$ cat src/rtl/r5fp_div_seq.sv
// Sequential restoring floating-point divider, expanded operand format, one quotient bit per cycle.
// Optional macro R5FP_DIV_EARLY_OUT_EN: special-case operands go straight from IDLE to DONE.
module r5fp_div_seq #(
  parameter int unsigned EXP_W = 5,
  parameter int unsigned SIG_W = 10
) (
  input  logic                 clk,
  input  logic                 rst_n,
  input  logic                 in_valid,
  output logic                 in_ready,
  input  logic [EXP_W+SIG_W:0] a,
  input  logic [EXP_W+SIG_W:0] b,
  input  logic [2:0]           rnd,
  output logic                 out_valid,
  input  logic                 out_ready,
  output logic [EXP_W+SIG_W:0] z,
  output logic [4:0]           status
);
  localparam int unsigned W   = EXP_W + SIG_W + 1;
  localparam int unsigned EW  = EXP_W + 2;
  localparam int unsigned NIT = SIG_W + 3;
  localparam int unsigned CW  = $clog2(NIT + 1);

  localparam logic [EXP_W-1:0]     ExpOnes   = '1;
  localparam logic [EXP_W-1:0]     ExpMaxFin = ExpOnes - 1'b1;
  localparam logic signed [EW-1:0] Bias      = EW'((1 << (EXP_W - 1)) - 1);
  localparam logic signed [EW-1:0] ExpMax    = {2'b00, ExpOnes};
  localparam logic signed [EW-1:0] ExpZero   = '0;

  typedef enum logic [1:0] {StIdle, StCalc, StRound, StDone} state_e;

  state_e state_q, state_d;

  logic                 sa, sb;
  logic [EXP_W-1:0]     ea, eb;
  logic [SIG_W-1:0]     fa, fb;
  logic                 a_zero, b_zero, a_inf, b_inf, a_nan, b_nan, sgn, accept;
  logic                 spec_hit;
  logic [W-1:0]         spec_z;
  logic [4:0]           spec_st;
  logic                 a_lt;
  logic [SIG_W+1:0]     rem_init, rem_sub;
  logic signed [EW-1:0] exp_init;

  logic [CW-1:0]        cnt_q;
  logic [SIG_W+1:0]     rem_q, div_q;
  logic [NIT-2:0]       quo_q;  // {fraction, guard, round}; the integer bit shifts out
  logic signed [EW-1:0] exp_q;
  logic                 sign_q, special_q;
  logic [2:0]           rnd_q;
  logic [W-1:0]         spec_z_q, z_q;
  logic [4:0]           spec_st_q, status_q;

  assign {sa, ea, fa} = a;
  assign {sb, eb, fb} = b;
  assign a_zero = (ea == '0);
  assign b_zero = (eb == '0);
  assign a_inf  = (ea == ExpOnes) && (fa == '0);
  assign b_inf  = (eb == ExpOnes) && (fb == '0);
  assign a_nan  = (ea == ExpOnes) && (fa != '0);
  assign b_nan  = (eb == ExpOnes) && (fb != '0);
  assign sgn    = sa ^ sb;

  assign in_ready  = (state_q == StIdle);
  assign out_valid = (state_q == StDone);
  assign accept    = in_valid && in_ready;
  assign z         = z_q;
  assign status    = status_q;

  always_comb begin
    spec_hit = 1'b1;
    spec_z   = '0;
    spec_st  = '0;
    if (a_nan) begin
      spec_z     = a;
      spec_st[4] = ~fa[SIG_W-1];
    end else if (b_nan) begin
      spec_z     = b;
      spec_st[4] = ~fb[SIG_W-1];
    end else if ((a_zero && b_zero) || (a_inf && b_inf)) begin
      spec_z     = {1'b0, ExpOnes, SIG_W'(1)};
      spec_st[4] = 1'b1;
    end else if (a_inf) begin
      spec_z = {sgn, ExpOnes, {SIG_W{1'b0}}};
    end else if (b_zero) begin
      spec_z     = {sgn, ExpOnes, {SIG_W{1'b0}}};
      spec_st[3] = 1'b1;
    end else if (a_zero || b_inf) begin
      spec_z = {sgn, {(W-1){1'b0}}};
    end else begin
      spec_hit = 1'b0;
    end
  end

  // Both significands carry a hidden 1, so comparing fractions orders them.
  assign a_lt     = (fa < fb);
  assign rem_init = a_lt ? {1'b1, fa, 1'b0} : {2'b01, fa};
  assign exp_init = $signed({2'b00, ea}) - $signed({2'b00, eb}) + Bias
                    - $signed({{(EW-1){1'b0}}, a_lt});

  assign rem_sub = (rem_q >= div_q) ? (rem_q - div_q) : rem_q;

  logic                 g, r, st, inc, to_inf, carry;
  logic [SIG_W:0]       frac_sum;
  logic signed [EW-1:0] exp_r;
  logic [W-1:0]         round_z;
  logic [4:0]           round_st;

  always_comb begin
    g      = quo_q[1];
    r      = quo_q[0];
    st     = |rem_q;
    inc    = 1'b0;
    to_inf = 1'b1;
    case (rnd_q)
      3'd1: to_inf = 1'b0;
      3'd2: begin
        inc    = sign_q & (g | r | st);
        to_inf = sign_q;
      end
      3'd3: begin
        inc    = ~sign_q & (g | r | st);
        to_inf = ~sign_q;
      end
      3'd4:    inc = g;
      default: inc = g & (r | st | quo_q[2]);
    endcase
    frac_sum = {1'b0, quo_q[NIT-2:2]} + {{SIG_W{1'b0}}, inc};
    carry    = frac_sum[SIG_W];
    exp_r    = exp_q + $signed({{(EW-1){1'b0}}, carry});
    round_st = {4'b0000, g | r | st};
    round_z  = {sign_q, exp_r[EXP_W-1:0], frac_sum[SIG_W-1:0]};
    if (exp_r >= ExpMax) begin
      round_st = 5'b00101;
      round_z  = to_inf ? {sign_q, ExpOnes, {SIG_W{1'b0}}} : {sign_q, ExpMaxFin, {SIG_W{1'b1}}};
    end else if (exp_r <= ExpZero) begin
      round_st = 5'b00011;
      round_z  = {sign_q, {(W-1){1'b0}}};
    end
  end

  always_comb begin
    state_d = state_q;
    unique case (state_q)
      StIdle: begin
        if (in_valid) begin
`ifdef R5FP_DIV_EARLY_OUT_EN
          state_d = spec_hit ? StDone : StCalc;
`else
          state_d = StCalc;
`endif
        end
      end
      StCalc:  if (cnt_q == CW'(NIT - 1)) state_d = StRound;
      StRound: state_d = StDone;
      StDone:  if (out_ready) state_d = StIdle;
    endcase
  end

  always_ff @(posedge clk or negedge rst_n) begin
    if (!rst_n) begin
      state_q <= StIdle;
    end else begin
      state_q <= state_d;
    end
  end

  always_ff @(posedge clk or negedge rst_n) begin
    if (!rst_n) begin
      cnt_q     <= '0;
      rem_q     <= '0;
      div_q     <= '0;
      quo_q     <= '0;
      exp_q     <= '0;
      sign_q    <= 1'b0;
      rnd_q     <= '0;
      special_q <= 1'b0;
      spec_z_q  <= '0;
      spec_st_q <= '0;
      z_q       <= '0;
      status_q  <= '0;
    end else begin
      if (accept) begin
        cnt_q     <= '0;
        rem_q     <= rem_init;
        div_q     <= {2'b01, fb};
        quo_q     <= '0;
        exp_q     <= exp_init;
        sign_q    <= sgn;
        rnd_q     <= rnd;
        special_q <= spec_hit;
        spec_z_q  <= spec_z;
        spec_st_q <= spec_st;
      end else if (state_q == StCalc) begin
        cnt_q <= cnt_q + CW'(1);
        rem_q <= rem_sub << 1;
        quo_q <= {quo_q[NIT-3:0], rem_q >= div_q};
      end else if (state_q == StRound) begin
        z_q      <= special_q ? spec_z_q : round_z;
        status_q <= special_q ? spec_st_q : round_st;
      end
`ifdef R5FP_DIV_EARLY_OUT_EN
      if (accept && spec_hit) begin
        z_q      <= spec_z;
        status_q <= spec_st;
      end
`endif
    end
  end

endmodule
$ cat config.mk
export PLATFORM = sky130hd
export DESIGN_NAME = r5fp_div_seq
export DESIGN_NICKNAME = d
export VERILOG_FILES = /design/src/rtl/r5fp_div_seq.sv
export SDC_FILE = /design/constraint.sdc
export NUM_CORES = 1
export LEC_CHECK = 0
export CAP_MARGIN = 20
export CORE_MARGIN = 2
export CORE_UTILIZATION = 55
export CTS_BUF_LIST = sky130_fd_sc_hd__clkbuf_16
export DETAILED_ROUTE_END_ITERATION = 8
export GPL_TIMING_DRIVEN = 0
export HOLD_SLACK_MARGIN = 0.03
export PLACE_DENSITY = 0.78
export SETUP_SLACK_MARGIN = 0.2
export SLEW_MARGIN = 20
export SYNTH_ARGS = -nofsm -noshare
export SYNTH_HDL_FRONTEND = slang
export SYNTH_SLANG_ARGS = --single-unit
$ cat constraint.sdc
create_clock -name clk -period 4.9 [get_ports clk]
set_clock_uncertainty 0.1 [all_clocks]
set_input_delay 0.98 -clock clk [delete_from_list [all_inputs] [get_ports clk]]
set_output_delay 0.98 -clock clk [all_outputs]
set_load 0.01 [all_outputs]
==> Word level (Yosys, flattened, before mapping) <==
Cells that the tools add are included.
Widths: inputs -> output; s select.
{ "totals": {"ff_bits": 92, "wordCells": 111} }
{ "op_classes": {"n_addsub": 7, "magnitude_cmp": 4, "n_eq_ne": 13, "mux": 41, "n_bitwise": 13, "n_reduce_logical": 20} }
{ "op_table": {"columns": ["op", "count"], "rows": [
  ["$mux 16", 7],
  ["$mux 12", 5],
  ["$mux 15", 2],
  ["$mux 11", 2],
  ["$logic_not 10->1", 2],
  ["$reduce_bool 10->1", 2],
  ["$mux 1", 14],
  ["$ge 12x11->1", 1],
  ["$reduce_or 12->1", 1],
  ["$add 10x1->11", 1],
  ["$sub 11x11->11", 1],
  ["$eq 5x5->1 const B", 2],
  ["$logic_not 5->1", 2],
  ["$lt 10x10->1", 1],
  ["$mux 2", 4],
  ["$mux 4", 2],
  ["$pmux 2 s4", 1],
  ["$add 6x5->7 const B", 1],
  ["$add 7x2->7", 1],
  ["$ge 7x6->1 const B", 1],
  ["$le 7x1->1 const B", 1],
  ["$logic_and 1x1->1", 7],
  ["$sub 7x2->7", 1],
  ["$eq 3x2->1 const B", 2],
  ["21 further kinds", 34]
]} }

==> Depth between registers and ports, before layout <==
Gate-level depths: netlist of the first run.
{ "logic_depth": {"ltp_word": 11, "mapped_depth": 19, "ltp_nobuf": 18} }

==> Least setup slack after synthesis of the first run <==
Ideal clock, no wire load.
{ "synth_timing": {"path_type": "input-to-reg", "startpoint": "input port b[8]", "endpoint": "register exp_q[5]", "setup_ps": 125, "arrival_time_ps": 3532, "setup_slack_ps": 1143, "path_stages": 14, "path_buffers": 2, "cell_sequence": "inv_1 -> ha_1 -> a2111oi_0 -> a22oi_1 -> or2_1 -> buf_2 -> buf_6 -> ha_1 -> ha_1 -> fa_1 -> a21o_1 -> a21oi_1 -> a211o_1 -> nand3_1"} }
{ "synth_between": {"elab_chain_cells": 2} }
{ "synth_lines": {"columns": ["item", "line_no", "rtl"], "rows": [
  ["from (decl)", "12", "input logic [EXP_W+SIG_W:0] b,"],
  ["$lt 10x10->1", "96", "assign a_lt = (fa < fb);"],
  ["$sub 7x2->7", "99", "- $signed({{(EW-1){1'b0}}, a_lt});"],
  ["to (signal assigned)", "188", "exp_q <= exp_init;"],
  ["to (decl)", "48", "logic signed [EW-1:0] exp_q;"]
]} }
Every way passes these cells.
A chain may end at the register's enable or synchronous reset.

==> Worst setup path in the final report of the first run <==
{ "layout_timing": {"startpoint": "register rem_q[5]", "endpoint": "register z_q[4] (netlist: z[4])"} }
{ "layout_between": {"elab_chain_cells": 11} }
{ "layout_lines": {"columns": ["item", "line_no", "rtl"], "rows": [
  ["from (decl)", "46", "logic [SIG_W+1:0] rem_q, div_q;"],
  ["from (signal assigned)", "185", "rem_q <= rem_init;"],
  ["from (signal assigned)", "196", "rem_q <= rem_sub << 1;"],
  ["$reduce_or 12->1 *", "112", "st = |rem_q;"],
  ["$or 1x1->1 (2 in series)", "126", "default: inc = g & (r | st | quo_q[2]);"],
  ["$and 1x1->1", "126", null],
  ["$pmux 1 s4 *", "115", "case (rnd_q)"],
  ["$add 10x1->11 *", "128", "frac_sum = {1'b0, quo_q[NIT-2:2]} + {{SIG_W{1'b0}}, inc};"],
  ["$add 7x2->7", "130", "exp_r = exp_q + $signed({{(EW-1){1'b0}}, carry});"],
  ["$le 7x1->1", "136", "end else if (exp_r <= ExpZero) begin"],
  ["$mux 15", "136", null],
  ["$mux 15 *", "133", "if (exp_r >= ExpMax) begin"],
  ["$mux 16 *", "199", "z_q <= special_q ? spec_z_q : round_z;"],
  ["to (signal assigned)", "199", null],
  ["to (decl)", "51", "logic [W-1:0] spec_z_q, z_q;"]
]} }
Every way passes the cells marked *; elsewhere a longest branch is shown, timed or not.

==> key figures, run 1 <==
Status
  • Status: complete, no violations

Floorplan
  • Die Y: between 100 and 150 um
  • CORE AREA: ~11000 um^2
  • Die area: between 10000 and 15000 um^2
  • Initial Utilization: 56.3%
  • FP Rows: 38
  • I/O Pins: 62
  • Die width: 109 um

Pwr
  • Worst vdd ir: 0.350 mV
  • Pwr dens: ~640 nW/um^2
  • Cell leakage power: about 0.0032 uW

Synth
  • Cells after Synth: 678
  • Netlist Area Pre-Place: 6070 um^2
  • Ys Warns: 0
  • Most common cell in the netlist: dfrtp_1
  • Area leader, netlist: dfrtp_1
  • #FFs+latches synth: a little over 90
  • Top post-synthesis cells by area: dfrtp_1, ha_1, nand2_1
  • Post-synth EDFFs: 0
  • Post-Synthesis Mean Instance Area: between 8 and 9 um^2
  • Register area share after synthesis: 37.9%
  • Post-Syn Nets: 760
  • Top FF cell, synth: dfrtp_1
  • Top-area cell type share of the netlist area: 37.9%
  • Post-synth cell types: 67
  • Ys async rst share: 100%
  • Top cells by count, synth: dfrtp_1, nand2_1, nor2_1

Worst setup path
  • FF-to-FF Start: rem_q[5]
  • Most frequent CP cell: ha_1
  • R2R Setup Slk: between 0.4 and 0.5 ns
  • R2R depth: 18
  • Crit start category: register
  • CP Capture Type: register
  • Crit-path cells: nor4_1, nand4_1, a211o_1, a21oi_1, nor2_1, ha_1, ha_1, nand2_1, nor2_1, ha_1, ha_1, xor2_1, and4_1, o21ai_2, nand4b_4, or3_1, buf_6, o211ai_2
  • CP max stage delay: ~0.46 ns
  • WP data required: roughly 5.1 ns
  • Crit-path slowest cell: nor4_1
  • Maximum net fanout on the critical path: 8
  • Crit path kind: register to register
  • Crit path DAT: 4.65 ns
  • Reg2reg end: z[4]

Global routing
  • Tot GR Track Use: ~30%
  • Initial antenna violation count: 0
  • Vias in the first global route: 5442
  • First-pass GRT wire length: about 28000 um
  • Overflow after GRT: 0
  • Largest net degree at the start of global routing: 75

Route
  • First DRT Iteration DRCs: 396
  • Via count: around 5500
  • Wire per inst: 18.8 um
  • Via/cell ratio: ~6
  • DRT Pass-1 Iters: 5
  • DRC: 0
  • Post-Route WL: 16900 um
  • DRT antenna net count: 0

STA
  • Max Slew Vio Count: 0
  • Min Hold Slack: around 0.35 ns
  • Hold violation total from the final report: 0
  • Final worst path period share: 91.3%
  • Tightest Pin Transition: between 0.7 and 0.8 ns
  • Tmin final: about 4.5 ns
  • Smallest setup slack after layout: roughly 0.43 ns
  • Slew margin rel.: between 40% and 50%
  • Endpoints failing setup: 0
  • RSZ-0062 raised after global routing: false
  • F_max: between 200 and 250 MHz

Clocking
  • H-tree depth: 3
  • Clk_lat worst skew: 0.36 ns
  • Max Root-Sink Buffers: 2
  • Num CTS Buffers: 9
  • Sink Count: 92
  • Root Driver: clkbuf_16
  • Reg clk slew, reported paths: roughly 0.06 ns
  • Setup Buffers After CTS: 0
  • CTS tree: built

Finish
  • Final Cell Area: 7200 um^2
  • Layout cells sized above 1: between 6 and 7%
  • FILL cells: 905
  • Ant diodes: 0
  • Area grow syn2layout: 18.6%
  • Final net count: around 830

Placed design
  • # port buffers: 61
  • DP HPWL: between 10000 and 15000 um
  • Placed inst area: a little under 7000 um^2
  • Pre-CTS WS: approximately 0.29 ns
  • RePlAce Congestion: about 1

Worst hold path
  • Worst Hold Launch: div_q[10]
  • Worst hold stages: 2
  • Hold path endpoint: div_q[10]
  • Hold Path Class: register to register

Flow run
  • Total of max-cap violations: 0
sequential cells by signal (all words and copies together), names as in the netlist, 2 cells and up:
signal	cells
cnt_q	4
div_q	11
exp_q	7
quo_q	12
rem_q	12
rnd_q	3
spec_st_q	2
spec_z_q	16
state_q	2
status	5
z	16
layout make-up:
type / count / area (um^2) / area share [%]
multi-input cells: 499 / 3390 / 47.1
flip-flops and latches: 92 / 2300 / 32.0
repair buffers: 62 / 639 / 8.88
clock buffers: 9 / 225 / 3.13
inverters: 55 / 206 / 2.87
plain buffers: 32 / 178 / 2.47
well taps: 140 / 175 / 2.43
clock inverters: 7 / 82.6 / 1.15
how the worst max path moves through the flow:
stage / to / depth (start not counted) / slack (ns) / start
global route: z[4] / 18 / 0.20 / rem_q[4]
finish: z[4] / 18 / 0.43 / rem_q[5]
detailed placement: exp_q[5] / 14 / 0.29 / a[9]
floorplan: exp_q[5] / 14 / 1.14 / b[8]
CTS: z[9] / 17 / 0.41 / rem_q[5]
global placement: rem_q[3] / 1 / -0.60 / rst_n
critical path, delay by kind of cell (launching register included):
family                   cells  cell delay, ns
AO/OA/AOI/OAI                4            0.75
flip-flops                   1            0.42
XOR/XNOR                     1            0.19
adder cells (fa/ha/maj)      4            1.03
buffers and inverters        1            0.16
AND/OR/NAND/NOR              8            1.71
metal layers:
layer / up-vias / wire, um / part of all wire, % / track usage (%)
met5: - / 0 / 0 / 0
met4: 0 / 569 / 3.4 / 13.1
met3: 40 / 1030 / 6.1 / 3.95
met2: 211 / 8020 / 48 / 49.6
met1: 2739 / 7240 / 43 / 40.5
li1: 2545 / - / - / -
metrics by stage:
stage	util [%]	total power (uW)	TNS (ns)	std cells
floorplan	-	3080	0	678
CTS	66.7	4590	0	896
global route	66.7	4960	0	896
global placement	63.6	3720	-54.24	879
finish	66.7	4630	0	896
detailed placement	63.8	3840	0	880
timing repair:
item	CTS	global route
resized for setup	0	1
hold buffers	0	0
endpoints found under the setup margin	0	13
layout by cell type (no fill, tap or decap), types with 5 or more instances in the layout:
| master | instances |
|---|---|
| and3_1 | 7 |
| mux2i_1 | 27 |
| o211ai_2 | 8 |
| nor2_1 | 57 |
| o21ai_1 | 5 |
| nand3_1 | 26 |
| clkdlybuf4s50_1 | 60 |
| nand2_1 | 81 |
| xor2_1 | 14 |
| inv_1 | 56 |
| clkbuf_1 | 18 |
| nor3_1 | 15 |
| a21oi_1 | 30 |
| nand4_1 | 6 |
| buf_6 | 7 |
| nor2b_1 | 6 |
| xnor2_1 | 14 |
| ha_1 | 40 |
| nor4_1 | 10 |
| o21ai_0 | 39 |
| clkbuf_16 | 9 |
| a21o_1 | 15 |
| dfrtp_1 | 92 |
| a211oi_1 | 6 |
| a31oi_1 | 11 |
| a221oi_1 | 10 |
power breakdown:
group          total (uW)  switching [uW]  internal [uW]
Combinational        2540            1410           1120
Clock                 745             305            441
Sequential           1350             270           1080
Total                4630            1990           2650
cell families after synthesis:
family | count (synthesis) | share of synthesized area, %
and+or+nand+nor | 241 | 19.6
buffers and inverters | 87 | 6.32
DFF | 92 | 37.9
AOI/OAI and AO/OA | 154 | 17.0
muxes | 31 | 5.19
xor gates and xnor gates | 30 | 4.76
adders and majority gates | 43 | 9.23
Note: power is estimated with default switching activity, not from simulation.
==> inputs of run 2 (changes only) <==
ABC_CLOCK_PERIOD_IN_PS = 4900   (was unset)
PLACE_DENSITY = 0.76   (was 0.78)
==> run 2 against run 1 <==
Largest power group unchanged. Highest routed layer unchanged. Clock power decreased by 6.8%. Routed wire length shrank 4.1%. Sequential cell count stayed put. Critical path type unchanged.
==> key figures, run 2 (synthesis gave the netlist of run 1 again) <==
Status
  • Status: complete, no violations

STA
  • Max Slew Vio Count: 0 (unchanged)
  • F_max: 227 MHz (+1.5%)
  • Tmin final: 4.41 ns (-0.0662 ns)
  • Tightest Pin Transition: 0.708 ns (-0.0411 ns)
  • Slew margin rel.: 52.8% (+2.9 points)
  • Hold violation total from the final report: 0 (unchanged)
  • RSZ-0062 raised after global routing: false
  • Final worst path period share: 89.9% (-1.4 points)
  • Endpoints failing setup: 0 (unchanged)
  • Fin Setup TNS: 0 ns (unchanged)

Route
  • Via/cell ratio: 6.06 (-1.9%)
  • DRT antenna net count: 0 (unchanged)
  • Post-Route WL: 16200 um (-4.1%)
  • DRC: 0 (unchanged)
  • Wire per inst: 18.1 um (-4.1%)
  • DRT Pass-1 Iters: 5 (unchanged)
  • First DRT Iteration DRCs: 584 (+47%)
  • Via count: 5430 (-1.9%)

Finish
  • Layout cells sized above 1: 6.75% (unchanged)
  • Area of the multi-input gates: 3390 um^2 (unchanged)
  • FILL cells: 850 (-6.1%)
  • Post-Layout Cell Count: 896 (unchanged)
  • Highest-count cells in the layout ignoring fill and taps: dfrtp_1, nand2_1, clkdlybuf4s50_1, nor2_1, inv_1
  • Commonest non-fill, non-tap cell in the layout: dfrtp_1
  • Area grow syn2layout: 18.4%
  • Final net count: 833 (unchanged)
  • Ant diodes: 0 (unchanged)
  • Register Area: 2300 um^2 (unchanged)

Worst setup path
  • Critical path origin: rem_q[5]
  • CP Capture Type: register
  • Crit start category: register
  • Crit path kind: register to register
  • Reg2reg end: z[8]
  • CP Capture Point: z[8]
  • Maximum net fanout on the critical path: 8 (unchanged)
  • R2R Setup Slk: 0.49 ns (+0.07 ns)
  • Crit-path cells: nor4_1, nand4_1, a211o_1, a21oi_1, nor2_1, ha_1, ha_1, nand2_1, nor2_1, ha_1, ha_1, xor2_1, and4_1, o21ai_2, nand4b_4, or3_1, buf_6, o211ai_2
  • Crit-path slowest cell: dfrtp_1
  • Crit path DAT: 4.56 ns (-0.09 ns)
  • CP max stage delay: 0.42 ns (-0.04 ns)
  • Most frequent CP cell: ha_1
  • FF-to-FF Start: rem_q[5]
  • R2R depth: 18 (unchanged)
  • WP data required: 5.06 ns (about the same)

Clocking
  • Root Driver: clkbuf_16
  • Sink Count: 92 (unchanged)
  • H-tree depth: 3 (unchanged)
  • Max Root-Sink Buffers: 2 (unchanged)
  • CTS tree: built
  • Clk_lat worst skew: 0.34 ns (-0.02 ns)
  • Hold-fix buffers at CTS: 0 (unchanged)
  • Num CTS Buffers: 9 (unchanged)
  • Reg clk slew, reported paths: 0.07 ns (about the same)

Floorplan
  • I/O Pins: 62 (unchanged)
  • Die area: 11900 um^2 (unchanged)
  • FP Rows: 38 (unchanged)
  • Die width: 109 um (unchanged)
  • Die Y: 109 um (unchanged)
  • CORE AREA: 10800 um^2 (unchanged)
  • Initial Utilization: 56.3% (unchanged)

Global routing
  • Initial antenna violation count: 0 (unchanged)
  • Vias in the first global route: 5139 (-5.6%)
  • Largest net degree at the start of global routing: 75 (unchanged)
  • First-pass GRT wire length: 26200 um (-5.2%)
  • Overflow after GRT: 0 (unchanged)
  • Tot GR Track Use: 28.7% (-1.6 points)

Pwr
  • Worst vdd ir: 0.319 mV (-9.0%)
  • Design Power: 4550 uW (-1.9%)
  • Pwr dens: 632 nW/um^2 (-1.7%)
  • Cell leakage power: 0.00322 uW (-0.53%)

Placed design
  • RePlAce Congestion: 0.922 (-7.9%)
  • Placed Cells incl. Taps: 880 (unchanged)
  • # port buffers: 61 (unchanged)
  • DP HPWL: 12300 um (-4.3%)

Flow run
  • Total of max-cap violations: 0 (unchanged)

Worst hold path
  • Hold Path Class: input port to async pin
## run 2: changes by cell type in the layout (fill, tap and decap cells not counted)
| cell | change |
|---|---|
| clkinv_2 | -3 |
| clkinvlp_4 | +3 |
| bufinv_16 | -1 |
| clkinv_1 | -1 |
| inv_1 | +1 |
| inv_6 | +1 |
## run 2: report_power, final
part | total (uW) | switching, uW | leakage [uW] | internal (uW)
Combinational | 2510 | 1390 | 0.00193 | 1120
Clock | 694 | 300 | 0.000141 | 394
Sequential | 1350 | 265 | 0.00115 | 1080
## run 2: stage by stage
stage / hold WS (ns) / utilization, % / worst slack, ns / cell area (um^2)
2_1_floorplan: 0.318 / - / 1.14 / 6070
3_3_place_gp: 0.340 / 63.6 / -0.619 / 6860
3_5_place_dp: 0.361 / 63.8 / 0.257 / 6890
4_1_cts: 0.371 / 66.6 / 0.446 / 7180
5_1_grt: 0.363 / 66.6 / 0.248 / 7190
6_report: 0.371 / 66.6 / 0.495 / 7190
## run 2: worst max-delay path: cells and delay by family (launching register included)
family	cells	cell delay, ns
AO/OA/AOI/OAI	4	0.74
XOR/XNOR	1	0.19
adder cells (fa/ha/maj)	4	1.04
buffers and inverters	1	0.16
flip-flops	1	0.42
AND/OR/NAND/NOR	8	1.67
## run 2: worst min path at each step
| stage | start | endpoint | slack (ns) | cells after the start |
|---|---|---|---|---|
| after floorplan | div_q[10] | div_q[10] | 0.32 | 2 |
| after global placement | div_q[10] | div_q[10] | 0.34 | 2 |
| after detailed placement | div_q[10] | div_q[10] | 0.36 | 2 |
| after CTS | rst_n | z[14] | 0.37 | 1 |
| after global routing | rst_n | z[13] | 0.36 | 1 |
| final | rst_n | z[14] | 0.37 | 1 |
## run 2: timing repair
action                     4_1_cts  5_1_grt
buffers inserted                 0        0
setup endpoints to repair        0       10
gates resized for setup          0        1
## run 2: final cells by class
cell class,instances,share of cell area (%)
Sequential cell,92,32.0
Clock inverter,7,0.957
Buffer,32,2.47
Tap cell,140,2.44
Timing Repair Buffer,62,8.89
Clock buffer,9,3.13
Multi-Input combinational cell,499,47.2
Inverter,55,2.87
## run 2: metal layers
metal	GRT usage [%]	routed length, um	share of wire [%]
met2	46.3	7650	47
met4	7.78	263	1.6
met3	4.06	1100	6.8
met5	0	0	0
met1	40.7	7160	44
==> inputs of run 3 (changes only) <==
ABC_CLOCK_PERIOD_IN_PS = 5700   (was 4900)
GPL_TIMING_DRIVEN = unset   (was 0)
SLEW_MARGIN = 25   (was 20)
clock period = 5.7 ns   (was 4.9 ns; I/O delays follow)
==> run 3 against run 2 <==
Die area did not move. Utilization fell by 1.7 points. Combinational power fell by 19%. Power fell by 16%. Register-to-register slack improved by 0.80 ns. Critical path depth fell by 5. Worst hold slack got worse by 0.0013 ns. Via count fell by 6.2%. Final cell count fell by 3.1%. Largest power group unchanged.
==> key figures, run 3 (synthesis gave the netlist of run 1 again) <==
Placed design
  • Placed inst area: 6720 um^2 (-2.5%)
  • DP HPWL: 11200 um (-8.9%)
  • RePlAce Congestion: 0.932 (+1.1%)
  • # port buffers: 61 (unchanged)

Worst setup path
  • CP Capture Type: register
  • Crit start category: input port
  • WP data required: 5.82 ns (+0.76 ns)
  • Crit path DAT: 4.64 ns (+0.08 ns)
  • Maximum net fanout on the critical path: 12 (+4)
  • R2R Setup Slk: 1.29 ns (+0.80 ns)
  • FF-to-FF Start: rem_q[1]
  • Critical path origin: b[8]
  • Crit path kind: input port to register

Route
  • DRT antenna net count: 0 (unchanged)
  • DRT Pass-1 Iters: 5 (unchanged)
  • DRC: 0 (unchanged)
  • Via/cell ratio: 5.87 (-3.2%)
  • Wire per inst: 17.3 um (-4.2%)
  • Post-Route WL: 15000 um (-7.2%)
  • First DRT Iteration DRCs: 334 (-43%)
  • Via count: 5092 (-6.2%)

Status
  • Status: complete, no violations

Pwr
  • Cell leakage power: 0.00315 uW (-2.2%)
  • Pwr dens: 544 nW/um^2 (-14%)
  • Worst vdd ir: 0.320 mV (+0.37%)
  • Design Power: 3810 uW (-16%)

STA
  • Final worst path period share: 79.2%
  • Tmin final: 4.52 ns
  • Max Slew Vio Count: 0 (unchanged)
  • Endpoints failing setup: 0 (unchanged)
  • Fin Setup TNS: 0 ns (unchanged)
  • RSZ-0062 raised after global routing: false
  • F_max: 221 MHz
  • Tightest Pin Transition: 0.828 ns (+0.120 ns)
  • Slew margin rel.: 44.8% (-8.0 points)
  • Hold violation total from the final report: 0 (unchanged)
  • Min Hold Slack: 0.370 ns (-0.00130 ns)

Worst hold path
  • Hold Path Class: register to register
  • Worst Hold Launch: div_q[10]

Finish
  • Ant diodes: 0 (unchanged)
  • Highest-count cells in the layout ignoring fill and taps: dfrtp_1, nand2_1, clkdlybuf4s50_1, nor2_1, inv_1
  • Final net count: 805 (-3.4%)
  • Layout cells sized above 1: 6.04% (-0.70 points)
  • Final Cell Area: 7010 um^2 (-2.5%)
  • Commonest non-fill, non-tap cell in the layout: dfrtp_1
  • Area grow syn2layout: 15.4%

Floorplan
  • Die area: 11900 um^2 (unchanged)
  • Die Y: 109 um (unchanged)
  • Initial Utilization: 56.3% (unchanged)
  • Die width: 109 um (unchanged)
  • I/O Pins: 62 (unchanged)
  • FP Rows: 38 (unchanged)
  • CORE AREA: 10800 um^2 (unchanged)

Clocking
  • Root Driver: clkbuf_16
  • Hold-fix buffers at CTS: 0 (unchanged)
  • Reg clk slew, reported paths: 0.06 ns (about the same)
  • Sink Count: 92 (unchanged)
  • Clk_lat worst skew: 0.34 ns (about the same)
  • Post-CTS sizing: 0 (unchanged)
  • CTS tree: built
  • H-tree depth: 3 (unchanged)
  • Num CTS Buffers: 9 (unchanged)
  • Max Root-Sink Buffers: 2 (unchanged)
  • Setup Buffers After CTS: 0 (unchanged)

Global routing
  • First-pass GRT wire length: 24800 um (-5.4%)
  • Vias in the first global route: 4957 (-3.5%)
  • Initial antenna violation count: 0 (unchanged)
  • Tot GR Track Use: 27.1% (-1.7 points)
  • Largest net degree at the start of global routing: 59 (-21%)
  • Overflow after GRT: 0 (unchanged)

Flow run
  • Total of max-cap violations: 0 (unchanged)
run 3: report_power, final:
group	switching [uW]	internal, uW
Combinational	1130	902
Sequential	264	931
Clock	252	338
run 3: per-stage QoR:
step | worst slack, ns | utilization [%] | std cells
after floorplan | 1.78 | - | 678
after global placement | 0.987 | 62.3 | 852
after detailed placement | 0.895 | 62.3 | 852
after CTS | 1.24 | 65.0 | 868
after global routing | 0.953 | 65.0 | 868
final | 1.18 | 65.0 | 868
run 3: metal layers:
metal  global-route usage (%)  share of wire, %
met2                     43.2                47
met5                        0                 0
met4                     7.23               1.2
met1                     38.3                47
met3                     4.36               5.0
run 3: worst paths after layout:
kind / to / cells after the start
max: exp_q[5] / 13
min: div_q[10] / 2
max reg2reg: z[9] / 17
min reg2reg: div_q[10] / 2
max in group asynchronous: exp_q[0] / 2
min in group asynchronous: z[13] / 1
run 3: critical path, stage by stage:
cell	delay, ns
clkdlybuf4s50_1	0.51
inv_1	0.08
ha_1	0.29
a2111oi_0	0.44
a22oi_1	0.16
or2_1	0.51
ha_1	0.31
ha_1	0.21
fa_1	0.41
a21o_1	0.20
a21oi_1	0.19
a211o_1	0.13
nand3_1	0.06
run 3: layout make-up:
type / instances / area, um^2
Clock buffer: 9 / 225
Fill cell: 918 / 3780
Timing Repair Buffer: 66 / 646
Tap cell: 140 / 175
Multi-Input combinational cell: 499 / 3390
Inverter: 55 / 206
Clock inverter: 7 / 66.3
Sequential cell: 92 / 2300
==> patch (flow settings as in run 1) <==
The parameter `SIG_W` goes from 10 to 11.
--- a/src/rtl/r5fp_div_seq.sv
+++ b/src/rtl/r5fp_div_seq.sv
@@ -4,3 +4,3 @@
   parameter int unsigned EXP_W = 5,
-  parameter int unsigned SIG_W = 10
+  parameter int unsigned SIG_W = 11
 ) (
Ports: changed (resized a, b and z); port bits go from 62 to 65. The function was not compared with the original's and may differ.
==> patch against run 1 <==
  * Count of clock-buffer cells in the layout unchanged
  * Fmax increased by 0.30%
  * Area after synthesis increased by 2.7%
  * Die area increased by 2.6%
  * Final area increased by 2.5%
  * Sequential cell count increased by 5
  * Routed wire length increased by 3.2%
  * Worst setup slack improved by 0.013 ns
  * Power increased by 2.8%
  * Combinational power increased by 2%
  * Clock power decreased by 3.1%
  * Non-clock buffer count increased by 3
  * Critical endpoint is now z[3]
==> patch: results (changes against run 1) <==
Status
  – Outcome: finished clean

Power
  – Internal power: 2.68 mW (+1.2%)
  – LEAKAGE: 3.25 nW (+0.46%)
  – Clk network pwr share: 15.1% (-1.0 points)
  – Seq group: 1.44 mW (+7%)
  – VDD IR max: 0.370 mV (+5.6%)

Synthesis
  – Synth Area in Compound Gates: 18.3% (+1.2 points)
  – Top post-synthesis cells by count: nand2_1, dfrtp_1, o21ai_0, inv_1, nor2_1
  – Seq/Total Area, Yosys: 38.9% (+1.0 points)
  – Post-Synth XOR/XNOR Area: 4.75% (about the same)
  – Synth Net Count: 788 (+3.7%)
  – Top post-synthesis cells by area: dfrtp_1, ha_1, nand2_1
  – Synth cell types: 61 (-9.0%)
  – Mux cell area share after synthesis: 5.64% (+0.45 points)
  – Synth Area in Adders: 9.39% (+0.16 points)

Global routing
  – M2 GR Usage: 47.0% (-2.6 points)
  – Total track usage: 29.0% (-1.3 points)
  – Met3 Resource Use GR: 3.95% (+0.0067 points)
  – Pin count of the biggest net entering global routing: 83 (+11%)
  – Global-route wire length before repair: 28600 microns (+3.3%)

Finish
  – Inverters: 54 (-1.8%)
  – # fillers: 908 (+0.33%)
  – Signal buffers share of area: 11.1% (-0.26 points)
  – Share of cells above drive strength 1: 6.51% (-0.23 points)
  – Signal buffers: 97 (+3.2%)

Placed design
  – DP HPWL: 13000 microns (+1.5%)
  – Placed insts: 907 (+3.1%)
  – PortBufs: 64 (+4.9%)
  – GPL Wtd Cong: 0.948 (-5.3%)

Min path
  – Worst hold path class: in -> async

Route
  – Routed vias/inst: 6.10 (-1.3%)
  – Drt total wl: 17400 microns (+3.2%)
  – Routed wire length on met3: 1260 microns (+22%)
  – Met2 wire length: 8210 microns (+2.4%)
  – Pre-antenna DRT Iters: 6 (+1)
  – Metal1 wirelength: 7330 microns (+1.2%)
  – DR iter-0 viols: 604 (+53%)

Worst setup path
  – Arr. time, crit path: 4.63 ns (-0.02 ns)
  – Critical-path top delay cell: dfrtp_1
  – R2R cell count: 19 (+1)
  – Crit Path Max Fanout: 10 (+2)
  – Worst r2r dst: z[3]

Timing
  – Slew of the pin with the lowest slew margin: 0.723 ns (-0.0264 ns)
## patch: cell types whose count changed after synthesis, sizes merged, moves of 4 or more
cell and delta:
a221oi -8, nand2 +22, mux2 +5, nor3 -7, dfrtp +5, a21o -4, o21ai +15, o21a +6
o22ai +9
## patch: worst min path at each step
stage,startpoint,endpoint,slack (ns),depth (start not counted)
after global routing,rst_n,status[4],0.35,1
after detailed placement,div_q[11],div_q[11],0.35,2
after CTS,rst_n,status[4],0.35,1
after floorplan,div_q[11],div_q[11],0.32,2
after global placement,div_q[11],div_q[11],0.35,2
final,rst_n,status[4],0.35,1
## patch: through the flow
stage	power [mW]	area, sq um	utilization [%]	setup WS (ns)	hold slack (ns)
after CTS	4.73	7370	67.4	0.369	0.353
after global placement	3.87	7050	64.5	-0.773	0.350
after detailed placement	3.99	7080	64.8	0.297	0.348
after floorplan	3.20	6240	-	1.10	0.318
final	4.77	7380	67.5	0.442	0.350
after global routing	5.12	7380	67.5	0.260	0.352
